===== config.mk =====
export PLATFORM = sky130hd
export DESIGN_NAME = pipe_frame_tx
export DESIGN_NICKNAME = d
export VERILOG_FILES = /design/src/rtl/pipe_frame_tx_pkg.sv /design/src/rtl/pipe_frame_tx.sv
export SDC_FILE = /design/constraint.sdc
export NUM_CORES = 1
export LEC_CHECK = 0
export CAP_MARGIN = 5
export CELL_PAD_IN_SITES_DETAIL_PLACEMENT = 1
export CELL_PAD_IN_SITES_GLOBAL_PLACEMENT = 1
export CORE_ASPECT_RATIO = 1.25
export CORE_MARGIN = 2
export CORE_UTILIZATION = 45
export CTS_CLUSTER_SIZE = 10
export DETAILED_ROUTE_END_ITERATION = 8
export PLACE_DENSITY = 0.89
export SKIP_LAST_GASP = 1
export SYNTH_ARGS = -nofsm -noshare
export SYNTH_HDL_FRONTEND = slang
export SYNTH_SLANG_ARGS = --single-unit

===== constraint.sdc =====
create_clock -name sys_clk -period 2.6 [get_ports sys_clk]
set_input_delay 0.26 -clock sys_clk [delete_from_list [all_inputs] [get_ports sys_clk]]
set_output_delay 0.26 -clock sys_clk [all_outputs]
set_load 0.01 [all_outputs]

===== src/rtl/pipe_frame_tx_pkg.sv =====
// Shared frame definitions for the system-side transmitter and any host-side checker:
// state encodings, default sync byte and the word offsets inside a frame.
package pipe_frame_tx_pkg;

  typedef enum logic [2:0] {
    IDLE = 3'd0,
    HDR  = 3'd1,
    LEN  = 3'd2,
    PAY  = 3'd3,
    SUM  = 3'd4
  } frame_state_t;

  localparam logic [7:0] SYNC_DEFAULT = 8'hA5;

  // Word positions within a frame; the checksum follows the payload.
  localparam int unsigned WORD_OFS_HDR = 0;
  localparam int unsigned WORD_OFS_LEN = 1;
  localparam int unsigned WORD_OFS_PAY = 2;

  function automatic int unsigned word_ofs_sum(input int unsigned len);
    return WORD_OFS_PAY + len;
  endfunction

  function automatic logic [15:0] header_word(input logic [7:0] sync, input logic [7:0] seq);
    return {sync, seq};
  endfunction

endpackage


===== src/rtl/pipe_frame_tx.sv =====
// Frame transmitter: emits header, length, payload pulled from a request/valid source,
// and a 16-bit additive checksum into the host pipe-out FIFO write port.
module pipe_frame_tx
  import pipe_frame_tx_pkg::*;
#(
  parameter int         LEN_WIDTH = 16,
  parameter logic [7:0] SYNC      = SYNC_DEFAULT
) (
  input  logic                 sys_clk,
  input  logic                 sys_rst_n,
  input  logic                 start,
  input  logic [LEN_WIDTH-1:0] cfg_len,
  output logic                 busy,
  output logic                 done,
  output logic                 src_ready,
  input  logic                 src_valid,
  input  logic [15:0]          src_data,
  input  logic                 sys_tx_ready,
  output logic                 sys_tx_valid,
  output logic [15:0]          sys_tx
);

  frame_state_t         state_reg, state_next;
  logic [LEN_WIDTH-1:0] len_reg, len_next;
  logic [LEN_WIDTH-1:0] req_cnt_reg, req_cnt_next;
  logic [LEN_WIDTH-1:0] rcv_cnt_reg, rcv_cnt_next;
  logic [LEN_WIDTH-1:0] rcv_cnt_inc;
  logic [15:0]          checksum_reg, checksum_next;
  logic [7:0]           seq_reg, seq_next;
  logic                 sum_sent_reg, sum_sent_next;
  logic                 busy_next, done_next, src_ready_next, tx_valid_next;
  logic [15:0]          tx_next;

  assign rcv_cnt_inc = rcv_cnt_reg + LEN_WIDTH'(1);

  always_ff @(posedge sys_clk or negedge sys_rst_n) begin
    if (!sys_rst_n) begin
      state_reg    <= IDLE;
      len_reg      <= '0;
      req_cnt_reg  <= '0;
      rcv_cnt_reg  <= '0;
      checksum_reg <= '0;
      seq_reg      <= '0;
      sum_sent_reg <= 1'b0;
      busy         <= 1'b0;
      done         <= 1'b0;
      src_ready    <= 1'b0;
      sys_tx_valid <= 1'b0;
      sys_tx       <= '0;
    end else begin
      state_reg    <= state_next;
      len_reg      <= len_next;
      req_cnt_reg  <= req_cnt_next;
      rcv_cnt_reg  <= rcv_cnt_next;
      checksum_reg <= checksum_next;
      seq_reg      <= seq_next;
      sum_sent_reg <= sum_sent_next;
      busy         <= busy_next;
      done         <= done_next;
      src_ready    <= src_ready_next;
      sys_tx_valid <= tx_valid_next;
      sys_tx       <= tx_next;
    end
  end

  always_comb begin
    state_next     = state_reg;
    len_next       = len_reg;
    req_cnt_next   = req_cnt_reg;
    rcv_cnt_next   = rcv_cnt_reg;
    checksum_next  = checksum_reg;
    seq_next       = seq_reg;
    sum_sent_next  = sum_sent_reg;
    busy_next      = busy;
    done_next      = 1'b0;
    src_ready_next = 1'b0;
    tx_valid_next  = 1'b0;
    tx_next        = sys_tx;

    case (state_reg)
      IDLE: begin
        if (start) begin
          len_next      = cfg_len;
          req_cnt_next  = '0;
          rcv_cnt_next  = '0;
          checksum_next = '0;
          sum_sent_next = 1'b0;
          busy_next     = 1'b1;
          state_next    = HDR;
        end
      end
      HDR: begin
        if (sys_tx_ready) begin
          tx_valid_next = 1'b1;
          tx_next       = header_word(SYNC, seq_reg);
          state_next    = LEN;
        end
      end
      LEN: begin
        if (sys_tx_ready) begin
          tx_valid_next = 1'b1;
          tx_next       = 16'(len_reg);
          state_next    = (len_reg == '0) ? SUM : PAY;
        end
      end
      PAY: begin
        // Requests stop as soon as the FIFO signals almost-full; in-flight data still lands.
        src_ready_next = sys_tx_ready && (req_cnt_reg != len_reg);
        if (src_ready_next) begin
          req_cnt_next = req_cnt_reg + LEN_WIDTH'(1);
        end
        // Only data answering an outstanding request is forwarded.
        if (src_valid && (rcv_cnt_reg != req_cnt_reg)) begin
          tx_valid_next = 1'b1;
          tx_next       = src_data;
          checksum_next = checksum_reg + src_data;
          rcv_cnt_next  = rcv_cnt_inc;
          if (rcv_cnt_inc == len_reg) begin
            state_next = SUM;
          end
        end
      end
      SUM: begin
        // Linger one cycle after the checksum push so busy covers it and done follows it.
        if (sum_sent_reg) begin
          sum_sent_next = 1'b0;
          done_next     = 1'b1;
          busy_next     = 1'b0;
          seq_next      = seq_reg + 8'd1;
          state_next    = IDLE;
        end else if (sys_tx_ready) begin
          tx_valid_next = 1'b1;
          tx_next       = checksum_reg;
          sum_sent_next = 1'b1;
        end
      end
      default: begin
        state_next = IDLE;
      end
    endcase
  end

endmodule


==> run metrics <==
status=completed; Crit path buffers/inverters=1; Worst Tran Pin Value=0.693 ns; Mapped Nets=roughly 740; crit path to=checksum_reg[15]$_DFFE_PN0P_; fmax=between 0.3 and 0.4 GHz; class of the worst hold path=primary input to register; Adder-Cell Fraction of Synth Area=around 4%; Yosys top cell area share=roughly two fifths; PortBufs=between 50 and 60; layout cells sized above 1=approximately a tenth; ys async rst share=100%; die area=0.0146 mm^2; Syn Inst Count=just under 700; Post-synth EDFFs=0; Reg2Reg Depth=9; clock latency on the worst-skew pair=~0.36 ns; setup violators final=0; htree depth=3; register area share after synthesis=slightly below 40%; logic gate share of total power=between 50% and 60%; CTS Buf Count=9; critical path endpoint category=register; drt pass-1 iters=5; Iter 0 DRT Violations=about 340; Avg Inst Size Synth=between 8 and 9 um^2; n_diodes=0; # IOs=57; starting density of the core=a little under half; maximum root-to-sink buffer count=2; DR vias=just under 6k; Synth Area in Simple Gates=21.0%; CP Max Fanout=3; clock skew=0.00520 ns; post-route minimum period=about 2.6 ns; Layout area overhead=18.4%; Yosys cell types=slightly above 60; initial antenna violation count=0; CP Class=register to register; WP depth=9; Die Ht=between 100 and 150 um; portion of netlist area occupied by mux cells=between 3 and 4%; design area=between 0.007 and 0.008 mm^2; met2 routed WL=between 10000 and 15000 um; VDD IR-drop max=roughly 0.65 mV; final hold vios=0; global router's overall resource usage=between 20 and 30%; P per Cell Area=1080 mW/mm^2; most common cell in the netlist=dfrtp_1; P_leak=3.15 nW; gp weighted congestion=about 0.9; Post-Syn Area=about 0.0062 mm^2; P_int=between 4 and 5 mW; clk sink count=96; clock-pin slew on the worst setup and hold paths=about 0.07 ns; WHS=about 0.43 ns; routed vias/inst=6.35; Crit. Startpoint=checksum_reg[0]$_DFFE_PN0P_; largest area contributor in the netlist=dfrtp_1; slowest CP cell=o311ai_1; largest net degree at the start of global routing=55; Clk network pwr share=about 16%; Worst path max stage delay=~0.46 ns; Area contributors post-synth=dfrtp_1 (39%), xnor2_1 (7.8%), nand2_1 (4.6%), o21ai_0 (4.3%), xor2_1 (3.7%); grt total ovfl=0; sequential share of power=roughly 31%; Startpoint Class=register; CTS tree=done; average wire per standard cell=between 20 and 25 um; worst rel slew slack=53.7%; yosys synthesis warning count=0; Worst Path Arrival=roughly 2.8 ns; Crit path max-delay family=compound AO/OA/AOI/OAI gates; vias in the first global route=~6.3k; Commonest cells post-synth=dfrtp_1 (96), nand2_1 (75), nor2_1 (60); Synth Area in XOR/XNOR=between 10% and 20%; DP HPWL=between 10000 and 15000 um; die width=about 110 um; largest family of logic cells by synthesized area=simple AND/OR/NAND/NOR gates; Max Used Layer=met4; Max-cap violations=0; Req. time, crit path=between 2 and 3 ns; Sw Ratio=approximately 45%; Most used DFF post-synth=dfrtp_1; reg2reg end=checksum_reg[15]$_DFFE_PN0P_; DRC=0; NetSw=between 3 and 4 mW; final period utilization=between 90% and 100%; detailed-route wire length=21400 um; first-pass GRT wire length=33300 um; met3 wire len=between 1000 and 1500 um; clock root buffer=clkbuf_16; core area=roughly 0.013 mm^2; FF+latch count, synth=between 90 and 100; post-synthesis compound-gate area fraction=between 10% and 20%; routed length on met1=between 7000 and 8000 um; ANT nets after route=0; FF-to-FF setup slack=between 0.009 and 0.01 ns; Slew Viols, Final=0; FF-to-FF Start=checksum_reg[0]$_DFFE_PN0P_; row cnt=47; layout net count=800; ordered cell list for the critical path=ha_1 > buf_4 > a211oi_1 > o211ai_1 > a31oi_1 > a21oi_1 > o311ai_1 > mux2i_1 > nand2_1; Placement Cell Area=about 0.0069 mm^2
## layout by cell type, fill, tap and decap left out, drive strengths merged, types with 8 or more instances in the layout
cell type / instances
mux2i: 16
nand2: 75
xnor2: 55
and3: 10
dfrtp: 96
a21oi: 32
nor2b: 8
clkdlybuf4s50: 55
a221oi: 8
nor2: 60
ha: 18
o21ai: 54
clkbuf: 10
nand3: 30
o31ai: 9
inv: 16
xor2: 26
and2: 9
buf: 39
nand4: 27
## metal layers
| metal | vias up | global-route usage (%) |
|---|---|---|
| met1 | 2958 | 33.6 |
| met2 | 246 | 52.7 |
| met4 | 0 | 19.2 |
| met5 | - | 0 |
| li1 | 2538 | - |
| met3 | 96 | 3.86 |
## how the worst min path moves through the flow
stage	end	startpoint	cells after the start
2_1_floorplan	busy$_DFFE_PN0P_	sys_rst_n	0
3_3_place_gp	req_cnt_reg[9]$_DFFE_PN0P_	sys_rst_n	1
3_5_place_dp	req_cnt_reg[10]$_DFFE_PN0P_	sys_rst_n	1
4_1_cts	len_reg[11]$_DFFE_PN0P_	cfg_len[11]	3
5_1_grt	len_reg[5]$_DFFE_PN0P_	cfg_len[5]	3
6_report	len_reg[10]$_DFFE_PN0P_	cfg_len[10]	3
## cell families (layout without fill, tap and decap cells)
logic type | after synthesis | in the layout
simple gates | 257 | 257
compound gates | 148 | 148
flops | 96 | 96
xor+xnor | 81 | 81
buf+inv | 65 | 126
mux | 22 | 22
fa+ha+maj | 19 | 19
## worst reg2reg max path, delay by kind of cell, from the launching register on
family	cells	cell delay, ns
mux	1	0.23
simple gates	1	0.06
compound gates	5	1.38
buf+inv	1	0.15
flops	1	0.41
fa+ha+maj	1	0.23
## cell type report
class | instances | area [um^2]
tap | 171 | 214
fill | 1566 | 6010
sequential | 96 | 2410
multi-input combinational | 527 | 3450
clock inverter | 6 | 43.8
timing repair buffer | 95 | 878
inverter | 15 | 56.3
clock buffer | 10 | 229
## stage by stage
stage	TNS (ns)	setup WS (ns)	total power [mW]	instances	utilization [%]
after floorplan	0	0.304	4.81	688	-
after global placement	-0.503	-0.235	6.03	902	52.3
after detailed placement	-0.797	-0.324	6.31	902	52.3
after CTS	0	0.00905	7.66	919	54.5
after global routing	-0.0278	-0.0278	8.26	920	54.8
final	0	0.00906	7.84	920	54.8
## power by group through the flow
| stage | Sequential (mW) | Combinational [mW] | Clock, mW |
|---|---|---|---|
| finish | 2.45 | 4.11 | 1.28 |
| CTS | 2.43 | 3.95 | 1.29 |
| detailed placement | 2.45 | 3.86 | 0 |
| global placement | 2.41 | 3.62 | 0 |
| floorplan | 2.33 | 2.48 | 0 |
| global route | 2.49 | 4.43 | 1.34 |
## timing repair
item / CTS / global route
endpoints found under the hold margin: 42 / 0
pin swaps: 0 / 2
gates resized for setup: 2 / 13
hold buffers: 1 / 0
endpoints found under the setup margin: 4 / 19
gates cloned: 0 / 0
setup buffers: 0 / 1
Note: power is estimated with default switching activity, not from simulation.
